$ cat config.mk
export PLATFORM = sky130hd
export DESIGN_NAME = uart_tx_flat
export DESIGN_NICKNAME = d
export VERILOG_FILES = /design/src/rtl/uart_tx_if.sv /design/src/rtl/uart_tx.sv /design/src/flat_wrapper.sv
export SDC_FILE = /design/constraint.sdc
export NUM_CORES = 1
export LEC_CHECK = 0
export ABC_AREA = 1
export CORE_ASPECT_RATIO = 0.7
export CORE_MARGIN = 8
export CORE_UTILIZATION = 40
export DETAILED_ROUTE_END_ITERATION = 8
export GPL_ROUTABILITY_DRIVEN = 0
export PLACE_DENSITY = 0.64
export SYNTH_ARGS = -nofsm -noshare
export SYNTH_HDL_FRONTEND = slang
export SYNTH_SLANG_ARGS = --single-unit
$ cat constraint.sdc
create_clock -name clk -period 1.8 [get_ports clk]
set_input_delay 0.27 -clock clk [delete_from_list [all_inputs] [get_ports clk]]
set_output_delay 0.27 -clock clk [all_outputs]
set_load 0.02 [all_outputs]
$ cat src/rtl/uart_tx_if.sv
// Parallel request / serial line bundle between a byte producer and uart_tx.
// The master side owns the request and configuration; the slave side owns the line and busy.
interface uart_tx_if #(
    parameter int PRESCALE_W = 6
);
    logic [7:0]            p_data;
    logic                  data_valid;
    logic                  par_en;
    logic                  par_typ;
    logic [PRESCALE_W-1:0] prescale;
    logic                  tx_out;
    logic                  busy;

    modport master (
        output p_data, data_valid, par_en, par_typ, prescale,
        input  tx_out, busy
    );

    modport slave (
        input  p_data, data_valid, par_en, par_typ, prescale,
        output tx_out, busy
    );
endinterface

$ cat src/rtl/uart_tx.sv
// UART transmitter: start bit, 8 data bits LSB first, optional parity, stop bit.
// Each bit is held for a latched prescale count of clk cycles; all outputs are registered.
module uart_tx #(
    parameter int PRESCALE_W = 6
) (
    input  logic     clk,
    input  logic     rst,
    uart_tx_if.slave bus
);
    typedef enum logic [2:0] {IDLE, START, DATA, PARITY, STOP} state_t;

    localparam logic [PRESCALE_W-1:0] P_ONE = PRESCALE_W'(1);
    localparam logic [PRESCALE_W-1:0] P_TWO = PRESCALE_W'(2);

    state_t                state, state_n;
    logic [PRESCALE_W-1:0] edge_cnt, edge_n;
    logic [PRESCALE_W-1:0] edge_last, edge_last_n;
    logic [2:0]            bit_cnt, bit_n;
    logic [7:0]            data_q, data_n;
    logic                  par_en_q, par_en_n;
    logic                  par_typ_q, par_typ_n;
    logic                  tx_q, tx_n;
    logic                  busy_q, busy_n;

    always_ff @(posedge clk) begin
        if (rst) begin
            state     <= IDLE;
            edge_cnt  <= '0;
            edge_last <= '0;
            bit_cnt   <= '0;
            data_q    <= '0;
            par_en_q  <= 1'b0;
            par_typ_q <= 1'b0;
            tx_q      <= 1'b1;
            busy_q    <= 1'b0;
        end else begin
            state     <= state_n;
            edge_cnt  <= edge_n;
            edge_last <= edge_last_n;
            bit_cnt   <= bit_n;
            data_q    <= data_n;
            par_en_q  <= par_en_n;
            par_typ_q <= par_typ_n;
            tx_q      <= tx_n;
            busy_q    <= busy_n;
        end
    end

    always_comb begin
        state_n     = state;
        edge_n      = edge_cnt;
        edge_last_n = edge_last;
        bit_n       = bit_cnt;
        data_n      = data_q;
        par_en_n    = par_en_q;
        par_typ_n   = par_typ_q;
        tx_n        = tx_q;
        busy_n      = busy_q;

        if (state == IDLE) begin
            if (bus.data_valid) begin
                state_n     = START;
                edge_n      = '0;
                // Store P-1 directly so the wrap compare needs no subtractor per cycle.
                edge_last_n = (bus.prescale < P_TWO) ? P_ONE : bus.prescale - P_ONE;
                data_n      = bus.p_data;
                par_en_n    = bus.par_en;
                par_typ_n   = bus.par_typ;
                tx_n        = 1'b0;
                busy_n      = 1'b1;
            end
        end else if (edge_cnt != edge_last) begin
            edge_n = edge_cnt + P_ONE;
        end else begin
            edge_n = '0;
            unique case (state)
                START: begin
                    state_n = DATA;
                    bit_n   = 3'd0;
                    tx_n    = data_q[0];
                end
                DATA: begin
                    if (bit_cnt == 3'd7) begin
                        state_n = par_en_q ? PARITY : STOP;
                        tx_n    = par_en_q ? (^data_q ^ par_typ_q) : 1'b1;
                    end else begin
                        bit_n = bit_cnt + 3'd1;
                        tx_n  = data_q[bit_n];
                    end
                end
                PARITY: begin
                    state_n = STOP;
                    tx_n    = 1'b1;
                end
                STOP: begin
                    state_n = IDLE;
                    tx_n    = 1'b1;
                    busy_n  = 1'b0;
                end
                default: begin
                    state_n = IDLE;
                    tx_n    = 1'b1;
                    busy_n  = 1'b0;
                end
            endcase
        end
    end

    assign bus.tx_out = tx_q;
    assign bus.busy   = busy_q;
endmodule

$ cat src/flat_wrapper.sv
// flat-port wrapper written by rule: the top's interface ports become plain ports
module uart_tx_flat 
#(
    parameter int PRESCALE_W = 6
)
  (clk, rst, bus_p_data, bus_data_valid, bus_par_en, bus_par_typ, bus_prescale, bus_tx_out, bus_busy);
  uart_tx_if #(.PRESCALE_W(PRESCALE_W)) bus_i ();
  input  logic clk;
  input  logic rst;
  input wire logic [$bits(bus_i.p_data)-1:0] bus_p_data;
  input wire logic [$bits(bus_i.data_valid)-1:0] bus_data_valid;
  input wire logic [$bits(bus_i.par_en)-1:0] bus_par_en;
  input wire logic [$bits(bus_i.par_typ)-1:0] bus_par_typ;
  input wire logic [$bits(bus_i.prescale)-1:0] bus_prescale;
  output wire logic [$bits(bus_i.tx_out)-1:0] bus_tx_out;
  output wire logic [$bits(bus_i.busy)-1:0] bus_busy;
  assign bus_i.p_data = bus_p_data;
  assign bus_i.data_valid = bus_data_valid;
  assign bus_i.par_en = bus_par_en;
  assign bus_i.par_typ = bus_par_typ;
  assign bus_i.prescale = bus_prescale;
  assign bus_tx_out = bus_i.tx_out;
  assign bus_busy = bus_i.busy;
  uart_tx #(.PRESCALE_W(PRESCALE_W)) u_core (.clk(clk), .rst(rst), .bus(bus_i));
endmodule
==> impl_metrics.py <==
metrics = {
    "status": {
        "outcome": "complete, no violations",
    },
    "yosys": {
        "synth_edf_count": 0,
        "yosys-top-cells-area": "dfxtp_1 (36%), nand2_1 (13%), a21oi_1 (8.4%)",
        "synth_xor_area_frac": 0.0472,
        "synth-main-ff-cell": "dfxtp_1",
        "synth_area_leader_cell": "dfxtp_1",
        "synth-simple-area-share": 0.285,
        "async_flop_share": 0,
        "synth_seq_cells": 30,
        "syn_inst": 245,
        "synth_compound_area_frac": 0.182,
        "synth_fp_nets": 268,
        "ys_warn_count": 0,
        "avgSynthCellArea_um2": 6.82,
        "synth_top_area_frac": 0.359,
        "synth_cell_types": 33,
        "synth_mux_area_frac": 0,
        "synthAdderAreaFrac": 0.0299,
        "synth_area_um2": 1670,
        "synth_top_family_by_area": "simple AND/OR/NAND/NOR gates",
        "ys_seq_area_frac": 0.359,
    },
    "hold_path": {
        "holdCritPathClass": "flop to flop",
    },
    "floorplanning": {
        "coreArea_um2": 3970,
        "rows": 19,
        "die_area_um2": 6540,
        "die_h_um": 70.1,
        "start_util": 0.421,
        "die_x_um": 93.3,
        "io_pins": 21,
    },
    "routing": {
        "num_vias": 1527,
        "via_per_inst": 4.74,
        "wl_per_cell_um": 11.8,
        "drtIter0Drc": 57,
        "ant_nets": 0,
        "routed_wl_mm": 3.81,
        "drt_pass1_iterations": 4,
        "drc": 0,
    },
    "clocking": {
        "cts_inserted_buffers": 5,
        "htree_levels": 2,
        "cts_max_path_buffers": 2,
        "cts_setup_buffers": 0,
        "cts_hold_buf": 0,
        "cts_tree": "done",
        "cts_resized": 0,
        "clk_latency_ps": 290,
        "cts.sinks": 30,
        "cts_root_buffer": "clkbuf_8",
        "path_clk_slew_ps": 60,
    },
    "placed_design": {
        "io_buffers": 20,
        "dp_hpwl_mm": 2.88,
        "dp.cells": 314,
    },
    "timing": {
        "period_needed_ps": 1490,
        "worstMarginPinSlew_ps": 461,
        "hold_viol": 0,
        "post-route-period-util": 0.826,
        "drv_slew": 0,
        "setup-violations-final": 0,
        "max_freq_mhz": 673,
        "grt_setup_unrepaired": "no",
        "fin_tns_setup_ps": 0,
        "slew_headroom": 0.693,
        "skew_ps": 4.41,
    },
    "worst_setup_path": {
        "worst-path-max-fanout": 2,
        "end_kind": "primary output",
        "crit_type": "flop to primary output",
        "cp_slowest_stage_delay_ps": 610,
        "startpoint_type": "flop",
        "cp_cell_sequence": "clkdlybuf4s50_1",
        "slowest_stage": "clkdlybuf4s50_1",
        "required_ps": 1530,
        "worst_ep_arrival_time_ps": 1220,
        "worst-path-buf-inv": 1,
        "critPathTopFamily": "buffers and inverters",
    },
    "grt": {
        "grt_max_degree": 23,
        "grt.met2_usage": 0.166,
        "antenna_found_initial": 0,
        "grt_overflow": 0,
        "grtUsageMet3": 0.0406,
        "grt_pass1_wl_mm": 6.65,
        "grtUsageMet1": 0.183,
        "grt_use_total": 0.127,
        "busiest_layer": "met1",
        "grt_pass1_vias": 1372,
    },
    "power": {
        "p_leak_nw": 0.902,
        "cellPowerDensity_nw_per_um2": 1460,
        "irDropWorstVdd_v": 0.000795,
    },
    "job": {
        "cap_violations": 0,
    },
    "finish": {
        "n_antenna_cell": 0,
        "final_layout_size_suffix_gt1_frac": 0.100,
        "stdcell_count": 322,
        "nets": 292,
        "area_growth_pct": 22.1,
    },
}
==> power breakdown <==
| part | leakage [nW] | internal, mW | total, mW | switching, mW |
|---|---|---|---|---|
| registers | 0.246 | 0.823 | 0.959 | 0.137 |
| logic | 0.599 | 0.513 | 1.38 | 0.864 |
| clock network | 0.0575 | 0.386 | 0.644 | 0.258 |
| total | 0.902 | 1.72 | 2.98 | 1.26 |
==> cell type report <==
| cell class | count | area [um2] |
|---|---|---|
| fillers | 398 | 1930 |
| multi-input cells | 173 | 910 |
| flip-flops and latches | 30 | 601 |
| repair buffers | 22 | 215 |
| inverters | 37 | 140 |
| clock buffers | 8 | 110 |
| well taps | 52 | 65.1 |
==> sequential cells by signal (all words and copies together) (netlist names) <==
register	cells
u_core.bit_cnt	3
u_core.state	3
u_core.bus.busy	1
u_core.data_q	8
u_core.bus.tx_out	1
u_core.edge_cnt	6
u_core.par_typ_q	1
u_core.par_en_q	1
u_core.edge_last	6
==> cells in the mapped netlist, drive strengths merged, types with 3 or more instances <==
master	n
nand2	64
inv	36
dfxtp	30
a21oi	28
nor2	20
o21ai	20
nand3	14
xor2	5
ha	4
xnor2	4
clkbuf	3
nand4	3
==> placed cells by master, fill, tap and decap left out, types with 5 or more instances in the layout <==
master and instances:
nand2_1 60, inv_1 31, dfxtp_1 30, a21oi_1 28, clkdlybuf4s50_1 20, o21ai_0 18, nor2_1 15, nand3_1 13
clkbuf_8 8, inv_2 5, xor2_1 5
==> metal layers <==
| metal | wire, um | vias to the layer above |
|---|---|---|
| met2 | 1520 | 20 |
| li1 | - | 836 |
| met5 | 0 | - |
| met3 | 140 | 8 |
| met4 | 59 | 0 |
| met1 | 2080 | 663 |
==> per-stage QoR <==
step                      power [mW]  area, um2  setup WS, ps   util  hold slack, ps
after floorplan                 2.03       1670           497      -             414
after global placement          2.35       1930           288  0.486             461
after detailed placement        2.36       1930           248  0.486             464
after CTS                       3.01       2040           296  0.514             474
after global routing            3.27       2040           178  0.514             498
final                           2.98       2040           313  0.514             474
==> tightest hold or removal path, cell delays in order (launching register included) <==
cell	delay, ps
dfxtp_1	320
nand2_1	60
a21oi_1	50
==> final timing paths <==
path                     start           endpoint  slack [ps]  cells past startpoint
max reg2reg  u_core.bit_cnt[0]  u_core.bus.tx_out         320                     11
min          u_core.bit_cnt[2]  u_core.bit_cnt[2]         470                      2
max            u_core.bus.busy           bus_busy         310                      1
min reg2reg  u_core.bit_cnt[2]  u_core.bit_cnt[2]         470                      2
==> logic make-up after synthesis <==
family / after synthesis
compound gates: 56
xor+xnor: 9
fa+ha+maj: 4
buf+inv: 42
flops: 30
simple gates: 104
Note: power is estimated with default switching activity, not from simulation.
